[src/rtl/delta_enc_pkg.sv]
// Shared types and helpers for the multichannel send-on-delta spike encoder.
// Helpers assume WIDTH well below 62 bits so 64-bit intermediates cannot overflow.
package delta_enc_pkg;

    localparam int unsigned EV_MAG_W = 8;
    localparam int unsigned EV_CH_W  = 16;

    typedef struct packed {
        logic                pos;
        logic                neg;
        logic [EV_MAG_W-1:0] mag;
        logic [EV_CH_W-1:0]  channel;
    } event_t;

    function automatic int clog2(input int unsigned v);
        int r;
        r = 0;
        for (int i = 0; i < 32; i++) begin
            if ((64'd1 << i) < 64'(v)) r = i + 1;
        end
        return r;
    endfunction

    // Signed add clipped to the range of a w-bit two's-complement value.
    function automatic logic signed [63:0] sat_add(input logic signed [63:0] a,
                                                   input logic signed [63:0] b,
                                                   input int w);
        logic signed [63:0] sum;
        logic signed [63:0] hi;
        logic signed [63:0] lo;
        sum = a + b;
        hi  = (64'sd1 <<< (w - 1)) - 64'sd1;
        lo  = -hi - 64'sd1;
        if (sum > hi) return hi;
        if (sum < lo) return lo;
        return sum;
    endfunction

endpackage

[src/rtl/delta_step_quantizer.sv]
// Combinational multi-level delta quantizer: step count, spike sign and next reference
// for one sample against one channel's reference and threshold.
module delta_step_quantizer
    import delta_enc_pkg::*;
#(
    parameter int unsigned WIDTH     = 16,
    parameter int unsigned MAX_STEPS = 4,
    parameter int unsigned MAG_W     = 3
) (
    input  logic [WIDTH-1:0] sample,
    input  logic [WIDTH-1:0] ref_cur,
    input  logic [WIDTH-2:0] thr,
    output logic             pos,
    output logic             neg,
    output logic [MAG_W-1:0] mag,
    output logic [WIDTH-1:0] ref_next
);

    localparam int unsigned PW = WIDTH + MAG_W;

    logic signed [WIDTH:0] diff;
    logic [WIDTH:0]        mag_abs;
    logic [PW-1:0]         thr_ext;
    logic [PW-1:0]         step;
    logic [MAG_W-1:0]      n;
    logic signed [63:0]    delta64;
    logic [WIDTH-1:0]      ref_sat;

    always_comb begin
        diff    = $signed({sample[WIDTH-1], sample}) - $signed({ref_cur[WIDTH-1], ref_cur});
        mag_abs = diff[WIDTH] ? -diff : diff;
        thr_ext = PW'(thr);
        n       = '0;
        step    = '0;
        // Thresholds are monotonic in k, so the last passing k is the largest.
        for (int k = 1; k <= MAX_STEPS; k++) begin
            if (PW'(mag_abs) > PW'(k) * thr_ext) begin
                n    = MAG_W'(k);
                step = PW'(k) * thr_ext;
            end
        end
        if (thr == '0) n = '0;

        delta64 = diff[WIDTH] ? -$signed(64'(step)) : $signed(64'(step));
        ref_sat = WIDTH'(sat_add(64'($signed(ref_cur)), delta64, WIDTH));

        pos = (n != '0) & ~diff[WIDTH];
        neg = (n != '0) & diff[WIDTH];
        mag = n;
        if (thr == '0) begin
            ref_next = sample;
        end else if (n == '0) begin
            ref_next = ref_cur;
        end else begin
            ref_next = ref_sat;
        end
    end

endmodule

[src/rtl/delta_encoder_mc_stream.sv]
// Multichannel send-on-delta spike encoder on a valid/ready stream, one event per sample.
// Optional per-channel refractory period enabled by defining DELTA_ENC_REFRACTORY_EN.
module delta_encoder_mc_stream
    import delta_enc_pkg::*;
#(
    parameter int unsigned CHANNELS       = 16,
    parameter int unsigned WIDTH          = 16,
    parameter int unsigned MAX_STEPS      = 4,
    parameter int unsigned THR_INIT       = 64,
    parameter int unsigned REFRAC_SAMPLES = 2,
    localparam int unsigned CH_W  = (CHANNELS > 1) ? clog2(CHANNELS) : 1,
    localparam int unsigned MAG_W = clog2(MAX_STEPS + 1)
) (
    input  logic             clk,
    input  logic             rst,
    input  logic             en,
    input  logic             in_valid,
    output logic             in_ready,
    input  logic [WIDTH-1:0] in_sample,
    input  logic [CH_W-1:0]  in_channel,
    input  logic             cfg_we,
    input  logic [CH_W-1:0]  cfg_addr,
    input  logic [WIDTH-2:0] cfg_thr,
    input  logic             clear_ref,
    output logic             out_valid,
    input  logic             out_ready,
    output logic             out_pos,
    output logic             out_neg,
    output logic [MAG_W-1:0] out_mag,
    output logic [CH_W-1:0]  out_channel
);

    logic [WIDTH-1:0] ref_q [CHANNELS];
    logic [WIDTH-2:0] thr_q [CHANNELS];
    event_t           ev_q;
    event_t           ev_d;
    logic             out_valid_q;
    logic             accept;
    logic             ch_ok;
    logic             cfg_ok;
    logic             refr_hold;
    logic [WIDTH-1:0] ref_sel;
    logic [WIDTH-2:0] thr_sel;
    logic [WIDTH-1:0] ref_next;
    logic             q_pos;
    logic             q_neg;
    logic [MAG_W-1:0] q_mag;
    logic             unused_ev;

    assign in_ready = en & (~out_valid_q | out_ready);
    assign accept   = in_valid & in_ready;
    assign ch_ok    = 32'(in_channel) < CHANNELS;
    assign cfg_ok   = 32'(cfg_addr) < CHANNELS;
    assign ref_sel  = ch_ok ? ref_q[in_channel] : '0;
    assign thr_sel  = ch_ok ? thr_q[in_channel] : '0;

    delta_step_quantizer #(
        .WIDTH     (WIDTH),
        .MAX_STEPS (MAX_STEPS),
        .MAG_W     (MAG_W)
    ) u_quant (
        .sample   (in_sample),
        .ref_cur  (ref_sel),
        .thr      (thr_sel),
        .pos      (q_pos),
        .neg      (q_neg),
        .mag      (q_mag),
        .ref_next (ref_next)
    );

`ifdef DELTA_ENC_REFRACTORY_EN
    localparam int unsigned RC_W = (REFRAC_SAMPLES > 1) ? clog2(REFRAC_SAMPLES + 1) : 1;

    logic [RC_W-1:0] refr_q [CHANNELS];

    assign refr_hold = ch_ok && (refr_q[in_channel] != '0);

    always_ff @(posedge clk or posedge rst) begin
        if (rst) begin
            for (int i = 0; i < CHANNELS; i++) refr_q[i] <= '0;
        end else if (clear_ref) begin
            for (int i = 0; i < CHANNELS; i++) refr_q[i] <= '0;
        end else if (accept && ch_ok) begin
            if (refr_hold) begin
                refr_q[in_channel] <= refr_q[in_channel] - 1'b1;
            end else if (q_mag != '0) begin
                refr_q[in_channel] <= RC_W'(REFRAC_SAMPLES);
            end
        end
    end
`else
    logic unused_refrac;
    assign refr_hold     = 1'b0;
    assign unused_refrac = ^REFRAC_SAMPLES;
`endif

    always_comb begin
        ev_d         = '0;
        ev_d.channel = EV_CH_W'(in_channel);
        if (ch_ok && !refr_hold) begin
            ev_d.pos = q_pos;
            ev_d.neg = q_neg;
            ev_d.mag = EV_MAG_W'(q_mag);
        end
    end

    // Refill on the same edge the held event drains keeps one event per cycle.
    always_ff @(posedge clk or posedge rst) begin
        if (rst) begin
            out_valid_q <= 1'b0;
            ev_q        <= '0;
        end else if (accept) begin
            out_valid_q <= 1'b1;
            ev_q        <= ev_d;
        end else if (out_ready) begin
            out_valid_q <= 1'b0;
        end
    end

    always_ff @(posedge clk or posedge rst) begin
        if (rst) begin
            for (int i = 0; i < CHANNELS; i++) thr_q[i] <= (WIDTH-1)'(THR_INIT);
        end else if (cfg_we && cfg_ok) begin
            thr_q[cfg_addr] <= cfg_thr;
        end
    end

    always_ff @(posedge clk or posedge rst) begin
        if (rst) begin
            for (int i = 0; i < CHANNELS; i++) ref_q[i] <= '0;
        end else if (clear_ref) begin
            for (int i = 0; i < CHANNELS; i++) ref_q[i] <= '0;
        end else if (accept && ch_ok && !refr_hold) begin
            ref_q[in_channel] <= ref_next;
        end
    end

    assign out_valid   = out_valid_q;
    assign out_pos     = ev_q.pos;
    assign out_neg     = ev_q.neg;
    assign out_mag     = ev_q.mag[MAG_W-1:0];
    assign out_channel = ev_q.channel[CH_W-1:0];
    assign unused_ev   = ^ev_q;

endmodule

[config.mk]
export PLATFORM = sky130hd
export DESIGN_NAME = delta_encoder_mc_stream
export DESIGN_NICKNAME = d
export VERILOG_FILES = /design/src/rtl/delta_enc_pkg.sv /design/src/rtl/delta_step_quantizer.sv /design/src/rtl/delta_encoder_mc_stream.sv
export SDC_FILE = /design/constraint.sdc
export NUM_CORES = 1
export LEC_CHECK = 0
export CAP_MARGIN = 20
export CORE_UTILIZATION = 30
export DETAILED_ROUTE_END_ITERATION = 12
export PLACE_DENSITY = 0.55
export SETUP_SLACK_MARGIN = 0.3
export SYNTH_ARGS = -nofsm -noshare
export SYNTH_HDL_FRONTEND = slang
export SYNTH_SLANG_ARGS = --single-unit
[constraint.sdc]
create_clock -name clk -period 20.5 [get_ports clk]
set_input_delay 3.075 -clock clk [delete_from_list [all_inputs] [get_ports clk]]
set_output_delay 3.075 -clock clk [all_outputs]
set_load 0.02 [all_outputs]
==> impl_metrics.py <==
metrics = {
    "outcome": {
        "status": "finished clean",
    },
    "routing": {
        "drtAntennaViolNets": 0,
        "vias": 23700,
        "wl_per_cell_um": 23.0,
        "vias_per_cell": 5.60,
        "wl_um": 97000,
        "remaining_drc_errors": 0,
        "firstDrtPassIters": 5,
        "detail_route.iter0.violations": 2122,
    },
    "worst_setup_path": {
        "cp.arrival_ps": 17830,
        "start_kind": "input pin",
        "required_ps": 21030,
        "end_kind": "flip-flop",
        "crit_path_max_fanout": 74,
        "critical_path_class": "input pin to flip-flop",
        "cpPeakStageDelay_ps": 900,
        "path_common_cell": "nand2_1",
        "crit_slowest_cell": "a31oi_4",
    },
    "placed_design": {
        "place_ws_ps": 2660,
        "portBuffers": 56,
        "placedCellCount": 4120,
        "gp_congestion": 0.968,
        "dp_hpwl_um": 65200,
    },
    "die": {
        "die_area_mm2": 0.103,
        "die_h_um": 321,
        "num_io_pins": 57,
        "rows": 116,
        "die_x_um": 321,
        "start_util_pct": 30.4,
        "fp.coreArea_mm2": 0.100,
    },
    "clocking": {
        "cts_buffer_depth": 3,
        "numCtsBuffers": 55,
        "cts-resized-gates": 0,
        "clk_latency_ps": 630,
        "cts-root-buf": "clkbuf_16",
        "hold_buffers": 0,
        "htree_levels": 2,
        "cts_tree": "built",
        "clkTransAtPathRegs_ps": 60,
        "post-cts-setup-buffer-count": 0,
        "cts.sinks": 506,
    },
    "logic_synthesis": {
        "synth_warnings": 0,
        "synth_seq_cells": 506,
        "synth_nets": 3010,
        "synth-seq-area-share_pct": 41.6,
        "async_flop_share_pct": 100,
        "ys.flop_type": "dfrtp_1",
        "synth.distinct_cells": 88,
        "avgSynthCellArea_um2": 10.8,
        "synth_edf_count": 0,
        "syn_inst": 2825,
        "netlist_area_mm2": 0.0305,
    },
    "pwr": {
        "power_density_mw_per_mm2": 114,
        "worst_ir_drop_vdd_v": 0.0000740,
        "leakage_uw": 0.0145,
    },
    "sta": {
        "drv_slew": 0,
        "fin_crit_sh_pct": 84.4,
        "setup_viol": 0,
        "worst_pin_slew_ps": 1120,
        "rsz0062_at_grt": "no",
        "hold_slack_ps": 473,
        "final.min_clock_period_ps": 17300,
        "timing.fmax_ghz": 0.0578,
        "hold_violations": 0,
        "relSlewSlack_pct": 25.1,
        "tns_ps": 0,
        "fin_skew_ps": 43.0,
        "layout_setup_ws_ps": 3200,
    },
    "global_route": {
        "grt_pass1_vias": 23400,
        "antenna_found_initial": 0,
        "grt_max_degree": 166,
        "overflow": 0,
        "grt_pass1_wl_um": 149000,
        "grtUsageTotal_pct": 18.8,
    },
    "worst_hold_path": {
        "hp-class": "flip-flop to flip-flop",
    },
    "cells_and_area": {
        "layout_common_cells": "490 x dfrtp_1, 350 x nand2_1, 255 x mux2_2",
        "final_util_pct": 34.6,
        "drive_above_1_share_pct": 22.1,
        "areaGrowthSynthToFinish_pct": 13.7,
        "fin_cells": 4224,
        "nFillCells": 9976,
        "diodes": 0,
        "nets": 3008,
        "layout_commonest_cell": "dfrtp_1",
    },
    "flow_run": {
        "drv_cap": 0,
    },
}
stage by stage:
| stage | instance area (um^2) | total power, uW |
|---|---|---|
| after global placement | 32600 | 2870 |
| final | 34700 | 3960 |
| after CTS | 34600 | 3960 |
| after detailed placement | 32600 | 2870 |
| after global routing | 34700 | 4190 |
| after floorplan | 30500 | 2370 |
state kept, by name, indices dropped and copies added (netlist names):
signal / cells
out_valid: 1
out_pos: 1
ref_q: 256
out_channel: 4
out_neg: 1
thr_q: 240
out_mag: 3
final cells by class:
type	instances	area (um^2)	area share, %
tap	1357	1700	4.90
inverter	54	210	0.607
multi-input combinational	2075	16900	48.8
clock buffer	75	1580	4.56
timing repair buffer	131	1160	3.34
clock inverter	26	399	1.15
sequential	506	12700	36.6
cells in the mapped netlist (17+ instances only):
| cell type | n | share of area, % |
|---|---|---|
| dfrtp_1 | 490 | 40 |
| nand2_1 | 350 | 4.3 |
| mux2_2 | 255 | 9.4 |
| o21ai_0 | 225 | 3.7 |
| clkbuf_1 | 149 | 1.8 |
| mux4_2 | 142 | 10 |
| ha_1 | 136 | 5.6 |
| a21oi_1 | 131 | 2.2 |
| nor2_1 | 108 | 1.3 |
| o31ai_1 | 90 | 2.2 |
| inv_1 | 54 | 0.67 |
| nand3_1 | 47 | 0.77 |
| a31oi_1 | 45 | 0.92 |
| xnor2_1 | 40 | 1.1 |
| nor3_1 | 35 | 0.57 |
| xor2_1 | 34 | 0.98 |
| a32o_1 | 32 | 1.1 |
| a21o_1 | 31 | 0.76 |
| nand4_1 | 31 | 0.64 |
| o21a_1 | 22 | 0.54 |
| buf_2 | 20 | 0.33 |
| a22o_1 | 19 | 0.55 |
| mux2i_1 | 19 | 0.62 |
| nor2b_1 | 19 | 0.39 |
| a211oi_1 | 17 | 0.42 |
| buf_1 | 17 | 0.21 |
report_power, final:
part	leakage [uW]	switching (uW)	internal, uW
registers	0.00661	64.4	1130
clock network	0.000956	425	643
logic	0.00689	1060	640
total	0.0145	1550	2410
cell families after synthesis:
family	count (synthesis)	share of synthesized area [%]
flip-flops	506	41.6
AO/OA/AOI/OAI	744	16.1
adder cells (fa/ha/maj)	139	5.78
buffers and inverters	244	3.16
AND/OR/NAND/NOR	702	10.7
XOR/XNOR	74	2.13
multiplexers	416	20.5
worst max-delay path, delay by kind of cell:
family          cells  cell delay, ps
mux                 2            1100
buf+inv             3            1280
simple gates       11            3860
fa+ha+maj           3            1360
compound gates     15            5990
xor+xnor            2             940
routing by layer:
layer,part of all wire (%),GRT usage (%)
met3,6.6,3.03
met4,2.4,5.14
met2,45,28.8
met1,46,27.2
met5,0,0
path summary, 6_finish.rpt:
path,start,to,slack (ps),depth (start not counted)
setup / recovery,in_channel[1],ref_q[240]$_DFFE_PP0P_,3200,36
min in group asynchronous,rst,ref_q[111]$_DFFE_PP0P_,3050,2
hold reg to reg,ref_q[85]$_DFFE_PP0P_,ref_q[85]$_DFFE_PP0P_,470,2
setup reg to reg,ref_q[199]$_DFFE_PP0P_,ref_q[240]$_DFFE_PP0P_,6220,35
max in group asynchronous,rst,thr_q[174]$_DFFE_PP0P_,15410,5
hold / removal,ref_q[85]$_DFFE_PP0P_,ref_q[85]$_DFFE_PP0P_,470,2
Note: power is estimated with default switching activity, not from simulation.
